--- src/rtl/flash_boot_copier_pkg.sv ---
// rtl/flash_boot_copier_pkg.sv - shared state type, AXI constants and sizing helper for the boot copier
`ifndef TOP_DEFINES_VH
`define TOP_DEFINES_VH
`define AXI_ADDR_WIDTH 32
`define AXI_DATA_WIDTH 32
`define AXI_RESP_OKAY 2'b00
`define AXI_RESP_SLVERR 2'b10
`define BOOT_ARPROT 3'b100
`endif

package flash_boot_copier_pkg;

   typedef enum logic [2:0] {
      ST_IDLE,
      ST_ADDR,
      ST_DATA,
      ST_WRITE,
      ST_DONE,
      ST_ERR
   } state_t;

   localparam logic [1:0] RESP_OKAY   = `AXI_RESP_OKAY;
   localparam logic [2:0] ARPROT_BOOT = `BOOT_ARPROT;

   // Word counter must hold WORDS itself; keep at least one bit for WORDS == 0.
   function automatic int unsigned cnt_width(input int unsigned words);
      return (words < 1) ? 1 : $clog2(words + 1);
   endfunction

endpackage

--- src/rtl/flash_boot_copier.sv ---
// rtl/flash_boot_copier.sv - AXI4-lite read master that copies flash words into imem at boot
// Holds the core in reset until every word has been copied with an OKAY response.
`ifndef TOP_DEFINES_VH
`define TOP_DEFINES_VH
`define AXI_ADDR_WIDTH 32
`define AXI_DATA_WIDTH 32
`define AXI_RESP_OKAY 2'b00
`define AXI_RESP_SLVERR 2'b10
`define BOOT_ARPROT 3'b100
`endif

module flash_boot_copier
   import flash_boot_copier_pkg::*;
#(
   parameter logic [31:0] SRC_BASE = 32'h0000_0000,
   parameter int unsigned DST_BASE = 0,
   parameter int unsigned WORDS    = 1024,
   parameter int unsigned IMEM_AW  = 16
) (
   input  logic                       ACLK,
   input  logic                       ARESETn,
   output logic                       ARVALID,
   input  logic                       ARREADY,
   output logic [`AXI_ADDR_WIDTH-1:0] ARADDR,
   output logic [2:0]                 ARPROT,
   input  logic                       RVALID,
   output logic                       RREADY,
   input  logic [`AXI_DATA_WIDTH-1:0] RDATA,
   input  logic [1:0]                 RRESP,
   output logic                       imem_we,
   output logic [IMEM_AW-1:0]         imem_addr,
   output logic [31:0]                imem_wdata,
   input  logic                       restart,
   output logic                       core_rst_n,
   output logic                       boot_done,
   output logic                       boot_err
);

   localparam int unsigned    CW   = cnt_width(WORDS);
   localparam int unsigned    AW   = `AXI_ADDR_WIDTH;
   localparam logic [CW-1:0]  LAST = CW'(WORDS);

   state_t              r_state, w_state_nxt;
   logic [CW-1:0]       r_cnt, w_cnt_nxt;
   logic                w_capture;
   logic                r_arvalid, r_rready, r_imem_we;
   logic                r_core_rst_n, r_boot_done, r_boot_err;
   logic [AW-1:0]       r_araddr;
   logic [IMEM_AW-1:0]  r_imem_addr;
   logic [31:0]         r_imem_wdata;

   always_comb begin
      w_state_nxt = r_state;
      w_cnt_nxt   = r_cnt;
      w_capture   = 1'b0;
      case (r_state)
         ST_IDLE:  w_state_nxt = (WORDS == 0) ? ST_DONE : ST_ADDR;
         ST_ADDR:  if (r_arvalid && ARREADY) w_state_nxt = ST_DATA;
         ST_DATA: begin
            if (r_rready && RVALID) begin
               if (RRESP == RESP_OKAY) begin
                  w_state_nxt = ST_WRITE;
                  w_capture   = 1'b1;
               end else begin
                  w_state_nxt = ST_ERR;
               end
            end
         end
         ST_WRITE: begin
            w_cnt_nxt   = r_cnt + 1'b1;
            w_state_nxt = (w_cnt_nxt == LAST) ? ST_DONE : ST_ADDR;
         end
         ST_DONE, ST_ERR: begin
            if (restart) begin
               w_state_nxt = ST_IDLE;
               w_cnt_nxt   = '0;
            end
         end
         default:  w_state_nxt = ST_IDLE;
      endcase
   end

   // Outputs are decoded from the next state so they are registered yet aligned with the state.
   always_ff @(posedge ACLK or negedge ARESETn) begin
      if (!ARESETn) begin
         r_state      <= ST_IDLE;
         r_cnt        <= '0;
         r_arvalid    <= 1'b0;
         r_rready     <= 1'b0;
         r_imem_we    <= 1'b0;
         r_core_rst_n <= 1'b0;
         r_boot_done  <= 1'b0;
         r_boot_err   <= 1'b0;
         r_araddr     <= AW'(SRC_BASE);
         r_imem_addr  <= IMEM_AW'(DST_BASE);
         r_imem_wdata <= '0;
      end else begin
         r_state      <= w_state_nxt;
         r_cnt        <= w_cnt_nxt;
         r_arvalid    <= (w_state_nxt == ST_ADDR);
         r_rready     <= (w_state_nxt == ST_DATA);
         r_imem_we    <= (w_state_nxt == ST_WRITE);
         r_core_rst_n <= (w_state_nxt == ST_DONE);
         r_boot_done  <= (w_state_nxt == ST_DONE);
         r_boot_err   <= (w_state_nxt == ST_ERR);
         if (w_state_nxt == ST_ADDR)
            r_araddr <= AW'(SRC_BASE) + (AW'(w_cnt_nxt) << 2);
         if (w_state_nxt == ST_WRITE)
            r_imem_addr <= IMEM_AW'(DST_BASE) + IMEM_AW'(r_cnt);
         if (w_capture)
            r_imem_wdata <= RDATA[31:0];
      end
   end

   assign ARVALID    = r_arvalid;
   assign ARADDR     = r_araddr;
   assign ARPROT     = ARPROT_BOOT;
   assign RREADY     = r_rready;
   assign imem_we    = r_imem_we;
   assign imem_addr  = r_imem_addr;
   assign imem_wdata = r_imem_wdata;
   assign core_rst_n = r_core_rst_n;
   assign boot_done  = r_boot_done;
   assign boot_err   = r_boot_err;

endmodule

--- config.mk ---
export PLATFORM = sky130hd
export DESIGN_NAME = flash_boot_copier
export DESIGN_NICKNAME = d
export VERILOG_FILES = /design/src/rtl/flash_boot_copier_pkg.sv /design/src/rtl/flash_boot_copier.sv
export SDC_FILE = /design/constraint.sdc
export NUM_CORES = 1
export LEC_CHECK = 0
export ABC_AREA = 1
export CORE_AREA = 2 2 86 88
export CTS_BUF_LIST = sky130_fd_sc_hd__clkbuf_4 sky130_fd_sc_hd__clkbuf_8
export CTS_CLUSTER_SIZE = 16
export DETAILED_ROUTE_END_ITERATION = 16
export DIE_AREA = 0 0 88 90
export HOLD_SLACK_MARGIN = 0.1
export MAX_ROUTING_LAYER = met4
export PLACE_DENSITY = 0.86
export SLEW_MARGIN = 5
export SYNTH_ARGS = -nofsm -noshare
export SYNTH_HDL_FRONTEND = slang
export SYNTH_SLANG_ARGS = --single-unit
--- constraint.sdc ---
create_clock -name ACLK -period 5.55 [get_ports ACLK]
set_clock_uncertainty 0.2 [all_clocks]
set_input_delay 1.11 -clock ACLK [delete_from_list [all_inputs] [get_ports ACLK]]
set_output_delay 1.11 -clock ACLK [all_outputs]
set_load 0.02 [all_outputs]
Word-level counts from Yosys, hierarchy flattened
Index checks and enable logic that the tools add are counted.
{ "totals": {"reg_bits": 73, "input_bits": 39, "output_inout_bits": 89} }
{ "classes": {"n_eq_ne": 11, "mux": 11, "n_reduce_logical": 5, "add_sub_neg": 1} }
{ "ops": {"columns": ["operator", "count"], "rows": [
  ["$pmux W11 S2", 1],
  ["$mux W3", 5],
  ["$pmux W3 S5", 1],
  ["$eq A3 B2 Y1 const B", 4],
  ["$eq A3 B3 Y1 const B", 4],
  ["$add A11 B1 Y11 const B", 1],
  ["$eq A11 B11 Y1 const B", 1],
  ["$mux W11", 1],
  ["$eq A3 B1 Y1 const B", 2],
  ["$logic_not A3 Y1", 1],
  ["$mux W1", 3],
  ["$logic_and A1 B1 Y1", 2],
  ["$logic_not A2 Y1", 1],
  ["$reduce_or A2 Y1", 1]
]} }

Longest topological paths before layout
{ "logic_depth": {"depth_word": 5, "depth_mapped": 14, "depth_no_buf": 13} }

Worst setup path after synthesis
OpenSTA, ideal clock, no wires.
{ "synth_path": {"path_kind": "input to register", "from": "in RVALID", "to": "reg r_araddr[7], in the netlist ARADDR[7]", "path_buffers": 1, "setup_ns": 0.117, "stages": 9, "required_ns": 5.233, "arrival_time_ns": 2.060, "slack_ns": 3.173, "path_cell_list": "nand2_1 inv_1 nor2_1 inv_1 a22oi_1 nand2_2 clkbuf_8 nand4_1 nand2_1"} }
{ "synth_between": {"elab_chain_len": 4} }
{ "synth_rtl": {"columns": ["item", "line_no", "text"], "rows": [
  ["from (decl)", "flash_boot_copier.sv:26", "input logic RVALID,"],
  ["$logic_and A1 B1 Y1", "flash_boot_copier.sv:60", "if (r_rready && RVALID) begin"],
  ["$mux W3", "flash_boot_copier.sv:60", null],
  ["$pmux W3 S5", "flash_boot_copier.sv:56", "case (r_state)"],
  ["via w_state_nxt[0]", "flash_boot_copier.sv:43", "state_t r_state, w_state_nxt;"],
  ["$eq A3 B1 Y1", "flash_boot_copier.sv:106", "if (w_state_nxt == ST_ADDR)"],
  ["to (signal assigned)", "flash_boot_copier.sv:94", "r_araddr <= AW'(SRC_BASE);"],
  ["to (signal assigned)", "flash_boot_copier.sv:107", "r_araddr <= AW'(SRC_BASE) + (AW'(w_cnt_nxt) << 2);"],
  ["to (decl)", "flash_boot_copier.sv:48", "logic [AW-1:0] r_araddr;"]
]} }
The timed path passes the listed nets, and every way through them passes these cells.
A chain may end at the register's enable or synchronous reset.

Final worst setup path
{ "layout_path": {"from": "in RVALID", "to": "reg r_imem_addr[6], in the netlist imem_addr[6]"} }
{ "layout_between": {"elab_chain_len": 4} }
{ "layout_rtl": {"columns": ["item", "line_no", "text"], "rows": [
  ["$logic_and A1 B1 Y1", "flash_boot_copier.sv:60", null],
  ["$mux W3", "flash_boot_copier.sv:60", null],
  ["$pmux W3 S5", "flash_boot_copier.sv:56", null],
  ["$eq A3 B2 Y1", "flash_boot_copier.sv:108", "if (w_state_nxt == ST_WRITE)"],
  ["to (signal assigned)", "flash_boot_copier.sv:95", "r_imem_addr <= IMEM_AW'(DST_BASE);"],
  ["to (signal assigned)", "flash_boot_copier.sv:109", "r_imem_addr <= IMEM_AW'(DST_BASE) + IMEM_AW'(r_cnt);"],
  ["to (decl)", "flash_boot_copier.sv:49", "logic [IMEM_AW-1:0] r_imem_addr;"]
]} }
Every way passes these cells.

==> impl_metrics.ini <==
[outcome]
status = finished, final reports clean

[clock_tree]
clock_path_buffers = 2
cts_made_buffers = 9
clk_latency_ns = 0.35
cts_tree = done
cts_resized = 0
htreeDepth = 3
hold_buffers = 0
clkSinkCount = 73
post_cts_buffers = 0
clk_pin_slew_ns = 0.08
clock-root-buffer = clkbuf_8

[pwr]
finalPower_uw = 1720
ir_worst_vdd_mv = 0.155
power_density_nw_per_um2 = 388
p_leak_uw = 0.00222

[yosys]
post-synth-top-area-cell = dfrtp_1
syn_area_um2 = 3340
netlist_instances = 392
synth.avg_cell_area_um2 = 8.53
synth.yosys.seq_area_share_pct = 54.7
ys.flop_type = dfrtp_1
synth.top_cell.area_share_pct = 54.7
ys_types = 25
ys_warn_count = 0
synth_commonest_cells = nand2_1 (170), dfrtp_1 (73), buf_4 (30)
synth-edff-count = 0
synth_area_leaders = dfrtp_1 (55%), nand2_1 (19%), buf_4 (6.7%)
async_reset_ff_share_pct = 100
synthMostInstantiatedCell = nand2_1
synth_seq_cells = 73

[worst_setup_path]
crit_buf_inv = 3
worstSetupEndpointType = flip-flop
cp_max_fo = 54
crit_chain = clkdlybuf4s50_1, nand2_1, inv_1, nand2_1, nor2_4, inv_2, nand2_1, o21ai_0
worstPathRequired_ns = 5.54
crit_path_start = RVALID
cp.arrival_ns = 3.21
critPathKind = in2reg
cp_slowest_stage_delay_ns = 0.60
startpoint_type = primary input
cp_top_family = buffers and inverters
cpMostUsedCell = nand2_1
cp_slowest_cell = nor2_4
r2r-start = r_cnt[0]

[route]
drc = 0
wire_per_inst_um = 13.0
antenna_left = 0
drt_iter0_drc = 224
drt_wl_total_mm = 7.66
drt_pass1_iterations = 4
dr_total_vias = 2775
viasPerCell = 4.70

[global_routing]
met2_usage_pct = 31.6
grt_max_degree = 74
grt_overflow = 0
met1_usage_pct = 26.5
antenna_found_initial = 0
grt_pass1_vias = 2745
grt_pass1_wl_mm = 12.7
grt_use_met3_pct = 5.97
grt_most_used_layer = met2
grtUsageTotal_pct = 21.2

[sta]
worst_slack_ns = 2.33
fin_crit_ns = 3.22
hold_violations = 0
tns_ns = 0
max_slew_margin_pct = 40.7
setup_viol = 0
report.final.slew_viol_count = 0
worstMarginPinSlew_ns = 0.890
fmax_mhz = 311
period_share_pct = 58.0
rsz0062_at_grt = no

[finish]
final_net_count = 526
areaGrowthSynthToFinish_pct = 32.9
fillers = 576
num_antenna_cells = 0
final_layout_size_suffix_gt1_share_pct = 6.52

[floorplanning]
die_y_um = 90
core-area_um2 = 7020
die_area_um2 = 7920
dieWidth_um = 88
start_util_pct = 47.6
io_pins = 128
fp-row-count = 31

[job]
maxCapViolations = 0

[worst_hold_path]
hp-class = reg2reg
hp-start = ARADDR[5]

[placement]
preCtsSetupSlack_ns = 1.94
globalplace.congestion = 0.975
numPortBuffers = 98
dpl.hpwl_mm = 5.43
## metal layers
| layer | share of wire (%) | wire length (um) | vias up |
|---|---|---|---|
| met4 | 3.2 | 244 | 0 |
| met5 | 0 | 0 | - |
| met1 | 42 | 3200 | 1273 |
| met3 | 6.2 | 474 | 23 |
| met2 | 49 | 3740 | 122 |
| li1 | - | - | 1357 |
## path summary, 6_finish.rpt
kind / to / slack [ns] / cells after the start
worst max-delay path: imem_addr[6] / 2.33 / 8
worst min-delay path: ARADDR[5] / 0.27 / 2
worst max register to register: ARADDR[7] / 2.92 / 12
worst min register to register: ARADDR[5] / 0.27 / 2
max in group asynchronous: imem_wdata[5] / 3.81 / 2
min in group asynchronous: imem_wdata[28] / 0.77 / 2
## sequential cells by signal, indices dropped and copies added, names as in the netlist, 3 cells and up
register    count
r_state         3
imem_addr      11
r_cnt          11
imem_wdata     32
ARADDR         11
## stage by stage
stage               std cells  hold slack, ns  utilization, %  area [um^2]
finish                    590           0.274            63.3         4440
global route              590           0.294            63.3         4440
CTS                       590           0.277            63.3         4440
detailed placement        574           0.257            60.4         4240
global placement          574           0.257            60.4         4240
floorplan                 419           0.342               -         3440
## logic make-up after synthesis
logic type	share of synthesized area [%]
AOI/OAI and AO/OA	5.20
adders and majority gates	0.374
buffers and inverters	12.4
DFF	54.7
other	0.225
and+or+nand+nor	27.1
## worst reg2reg max path: stages (launching register included)
cell and delay, ns:
dfrtp_1 0.40, ha_1 0.22, nand3_2 0.13, o21ai_0 0.18, nand2_1 0.09, nand2_1 0.08
nor2_1 0.04, nand3_2 0.06, nor2_1 0.05, nor2_2 0.47, nand3_2 0.38, nand2_1 0.14
nand2_1 0.08
## layout make-up
| cell class | count | area [um^2] | share of cell area [%] |
|---|---|---|---|
| flip-flops and latches | 73 | 1830 | 41.1 |
| multi-input cells | 275 | 1200 | 27.0 |
| repair buffers | 99 | 983 | 22.1 |
| clock buffers | 9 | 124 | 2.79 |
| well taps | 99 | 124 | 2.79 |
| inverters | 28 | 105 | 2.37 |
| clock inverters | 7 | 76.3 | 1.72 |
## placed cells by master (no fill, tap or decap), types with 2 or more instances in the layout
master / count
o21ai_0: 20
clkinvlp_4: 2
nor2_1: 17
nor2_2: 3
clkdlybuf4s50_1: 97
nand3_2: 4
inv_6: 2
dfrtp_1: 73
o22ai_1: 5
clkbuf_8: 9
nand4_1: 11
nand2_1: 170
nand3_1: 6
inv_1: 27
conb_1: 29
nand2_2: 3
## power by group
group          internal [uW]  total (uW)  switching, uW
Combinational            224         600            376
Clock                    210         417            207
Sequential               630         704           74.1
Note: power is estimated with default switching activity, not from simulation.
==> RTL edit 1: new RTL, config.mk and constraints unchanged <==
`IMEM_AW`: 16 -> 17.
--- a/src/rtl/flash_boot_copier.sv
+++ b/src/rtl/flash_boot_copier.sv
@@ -17,3 +17,3 @@
    parameter int unsigned WORDS    = 1024,
-   parameter int unsigned IMEM_AW  = 16
+   parameter int unsigned IMEM_AW  = 17
 ) (
Ports: changed (resized imem_addr); port bits go from 128 to 129. The function was not compared with the original's and may differ.
==> RTL edit 1 against the original RTL <==
Final area hardly changed; wire length shrank 1.9%; area after synthesis up 0.22%; register-to-register slack got worse by 0.03 ns; sequential cell count unchanged; global-route usage is 0.45 points lower; clock power barely moved; total power shrank 0.43%; setup slack worse by 0.0062 ns; combinational power fell by 1%; critical path type unchanged.
==> RTL edit 1: results (changes against the original RTL) <==
* Tightest Pin Transition at 0.889 ns (-0.000799 ns)
* Final Cycle Share at 58.1% (+0.11 points)
* Total power at 0.00171 W (-0.43%)
* Fraction of layout cells with a size suffix above 1 at 6.50% (-0.013 points)
* Adder-Cell Fraction of Synth Area at 0.374% (-0.00084 points)
* Drt first-iter violations at 173 (-23%)
* Area delta synth->final at 32.7%
* Routed len/inst at 12.7 um (-2.1%)
* DRT met1 WL at 3.15 mm (-1.6%)
* CP max stage delay at 0.61 ns
* Lkg Pwr at 2.23 nW (+0.26%)
* Top sig layer: met4
* GR Util met2 at 30.6% (-1.0 points)
* # nets final at 527 (+0.19%)
* First-pass GRT wire length at 12.4 mm (-2.3%)
* Vias in the first global route at 2722 (-0.84%)
* Reg clk slew, reported paths at about 0.07 ns
* Combinational share of power at 34.7% (-0.2 points)
* Post-synth top flop: dfrtp_1
* Num CTS Buffers at 9 (unchanged)
* Leading post-synthesis cells by cell area: dfrtp_1 (55%), nand2_1 (19%), buf_4 (6.9%)
* DP Wirelength at 5.34 mm (-1.7%)
* GR Layer Usage met3 at 6.98% (+1.0 points)
* Seq power at 0.000703 W (about the same)
* RD Place Congestion at 0.876 (-10%)
* VDD IR max at 0.167 mV (+7.8%)
* Most instantiated cells after synthesis: nand2_1 (170), dfrtp_1 (73), buf_4 (31)
* Tot GR Track Use at 20.8% (-0.45 points)
* Via/cell ratio at 4.71 (+0.15%)
* Post-synthesis compound-gate area fraction at 5.19% (-0.012 points)
* Outcome: finished clean
* Met3 WL post-DR at 553 um (+17%)
* Met1 usage at 26.5% (about the same)
* Met2 routed WL at 3.63 mm (-3.0%)
* Fill cells at 564 (-2.1%)
* Sequential area share after synthesis at 54.5% (-0.12 points)
* Placement Cell Area at 4240 um2 (about the same)
-- RTL edit 1: per-stage QoR --
step | cells | setup WS (ns) | util, %
2_1_floorplan | 421 | 3.17 | -
3_3_place_gp | 575 | 2.06 | 60.5
3_5_place_dp | 575 | 1.96 | 60.5
4_1_cts | 591 | 2.29 | 63.3
5_1_grt | 591 | 2.08 | 63.3
6_report | 591 | 2.33 | 63.3
-- RTL edit 1: cell type report --
class	instances	area share, %
Tap cell	99	2.79
Clock inverter	5	1.24
Inverter	28	2.36
Multi-Input combinational cell	276	27.1
Timing Repair Buffer	99	22.1
Clock buffer	11	3.27
Sequential cell	73	41.1
-- RTL edit 1: path summary, 6_finish.rpt --
| path | end | startpoint | slack (ns) | cells after the start |
|---|---|---|---|---|
| worst max-delay path | imem_addr[3] | RRESP[1] | 2.33 | 7 |
| worst min-delay path | ARADDR[5] | ARADDR[5] | 0.28 | 2 |
| worst max register to register | ARADDR[11] | r_cnt[0] | 2.89 | 12 |
| worst min register to register | ARADDR[5] | ARADDR[5] | 0.28 | 2 |
| max in group asynchronous | imem_addr[8] | ARESETn | 3.81 | 2 |
| min in group asynchronous | imem_wdata[26] | ARESETn | 0.76 | 2 |
-- RTL edit 1: tightest hold or removal path: stages (launching register included) --
cell and delay (ns):
dfrtp_1 0.35, nand2_1 0.05, nand2_1 0.04
-- RTL edit 1: cells by family (layout without fill, tap and decap cells) --
| family | count (synthesis) | count (layout) |
|---|---|---|
| buffers and inverters | 72 | 143 |
| AO/OA/AOI/OAI | 28 | 28 |
| AND/OR/NAND/NOR | 217 | 217 |
| flip-flops | 73 | 73 |
| adder cells (fa/ha/maj) | 1 | 1 |
| other | 2 | 30 |
==> RTL edit 2: new RTL, config.mk and constraints unchanged <==
Without the edit above. The 6 states of `state_t` get a Gray code encoding in 3 bits.
--- a/src/rtl/flash_boot_copier_pkg.sv
+++ b/src/rtl/flash_boot_copier_pkg.sv
@@ -13,8 +13,8 @@
    typedef enum logic [2:0] {
-      ST_IDLE,
-      ST_ADDR,
-      ST_DATA,
-      ST_WRITE,
-      ST_DONE,
-      ST_ERR
+      ST_IDLE  = 3'b000,
+      ST_ADDR  = 3'b001,
+      ST_DATA  = 3'b011,
+      ST_WRITE = 3'b010,
+      ST_DONE  = 3'b110,
+      ST_ERR   = 3'b111
    } state_t;
Function: same outputs for any inputs over 10 cycles, from zero or initial values and one cycle with ARESETn low; not proved beyond that.
==> RTL edit 2 against the original RTL <==
Largest cell class unchanged; fmax is 8.6% higher; sequential cell count unchanged; final area increased by 2.8%; first-iteration DRC count fell by 15%; total power rose by 35%; area after synthesis grew 3.4%; critical path depth up 1; wire length up 2.5%; hold slack better by 0.0011 ns; critical endpoint is now imem_addr[4]; setup slack improved by 0.25 ns; non-clock buffer count grew 1.
==> RTL edit 2: results (changes against the original RTL) <==
* Outcome: finished clean
* Hold Path End: imem_wdata[29]
* Slowest stage cell, crit path: clkdlybuf4s50_1
* Tot GR Track Use at 21.2% (about the same)
* Initial antenna violation count at 0 (unchanged)
* RR Endpoint: imem_addr[4]
* Pint at 0.00138 W (+30%)
* P_sw at 0.000941 W (+43%)
* Reg2reg start: r_state[0]
* Fraction of layout cells with a size suffix above 1 at 8.25% (+1.7 points)
* Synth unique cells at 27 (+8.0%)
* Ys async rst share at 100% (unchanged)
* Seq power at 0.000856 W (+22%)
* Clk_lat worst skew at 0.33 ns (-0.02 ns)
* Ys Warns at 0 (unchanged)
* Via/cell ratio at 4.80 (+2.0%)
* Met1 usage at 26.2% (-0.26 points)
* Reg2Reg Depth at 10 (-2)
* XOR/XNOR share of the synthesized area at 0% (unchanged)
* Clock group at 0.000403 W (-3%)
* 1st-pass router iterations at 5 (+1)
* H-tree levels at 3 (unchanged)
* First-pass GRT wire length at 12.9 mm (+1.7%)
* Fill cells at 573 (-0.52%)
* Worst Hold Class: register to register
* Hold Crit Start: imem_wdata[29]
* Tightest Pin Transition at 1.03 ns (+0.144 ns)
* Port Buf Inserts at 98 (unchanged)
* Reg clk slew, reported paths at 0.07 ns
* Vias in the first global route at 2760 (+0.55%)
* VDD IR max at 0.321 mV (+110%)
* Data arrival, critical path at 2.94 ns (-0.27 ns)
* Most instantiated cells after synthesis: nand2_1 (160), dfrtp_1 (73), inv_1 (32)
* Drt first-iter violations at 191 (-15%)
* GR Util met2 at 34.2% (+2.6 points)
* Post_cts resized at 0 (unchanged)
* GR Layer Usage met3 at 3.86% (-2.1 points)
* Reg2reg setup slack at 3.03 ns (+0.11 ns)
* Worst-path fanout max at 54 (unchanged)
* Sequential area share after synthesis at 52.8% (-1.8 points)
* Hold path cells at 2 (unchanged)
* Mux cell area share after synthesis at 0% (unchanged)
* Lkg Pwr at 2.28 nW (+2.5%)
* DP Wirelength at 5.82 mm (+7.1%)
* # nets final at 545 (+3.6%)
* CP max stage delay at 0.46 ns (-0.14 ns)
* Drt total wl at 7.85 mm (+2.5%)
* Adder-Cell Fraction of Synth Area at 0.724% (+0.35 points)
* Root buffer cell: clkbuf_8
* RD Place Congestion at 0.942 (-3.4%)
* Cell family with most CP delay: buffers and inverters
* Largest net degree at the start of global routing at 55 (-26%)
* Post-synthesis compound-gate area fraction at 7.75% (+2.5 points)
* Leading post-synthesis cells by cell area: dfrtp_1 (53%), nand2_1 (17%), buf_4 (6.7%)
-- RTL edit 2: cell count changes after synthesis, sizes merged, moves of 2 or more --
cell    delta
a21oi      +3
buf        +4
clkbuf     -4
inv        +9
nand2      -9
nand3     +12
nand4     -11
nor3       +2
o21ai      -4
o21bai    +11
o22ai      +3
-- RTL edit 2: worst min-delay path, cell delays in order (launching register included) --
cell     delay (ns)
dfrtp_1        0.34
nand2_1        0.05
nand2_1        0.05
-- RTL edit 2: how the worst max path moves through the flow --
stage                   from           end  slack, ns  depth (start not counted)
global placement    RRESP[1]  imem_addr[7]       2.31                          9
global route        RRESP[1]  imem_addr[4]       2.39                         10
CTS                 RRESP[1]  imem_addr[4]       2.57                         10
detailed placement  RRESP[1]  imem_addr[4]       2.21                         10
floorplan           RRESP[1]     ARADDR[3]       3.12                         10
finish                RVALID  imem_addr[4]       2.59                          9
-- RTL edit 2: per-stage QoR --
step	hold slack (ns)	std cells	setup slack, ns	cell area (um2)
3_3_place_gp	0.252	592	2.31	4370
3_5_place_dp	0.257	592	2.21	4370
4_1_cts	0.274	608	2.57	4560
2_1_floorplan	0.321	436	3.12	3560
5_1_grt	0.290	608	2.39	4560
6_report	0.275	608	2.59	4560
-- RTL edit 2: layout make-up --
type                       instances  share of cell area (%)
sequential                        73                    40.0
multi-input combinational        283                    28.2
timing repair buffer             100                    21.7
inverter                          37                    3.04
clock buffer                      10                    3.02
tap                               99                    2.71
clock inverter                     6                    1.26
-- RTL edit 2: layer usage --
layer,up-vias,share of wire [%]
li1,1401,-
met1,1356,42
met2,135,49
met3,24,6.3
met4,0,2.9
met5,-,0
-- RTL edit 2: cell families after synthesis --
kind of cell / Yosys count
flops: 73
other cells: 2
compound gates: 41
buf+inv: 80
simple gates: 211
fa+ha+maj: 2
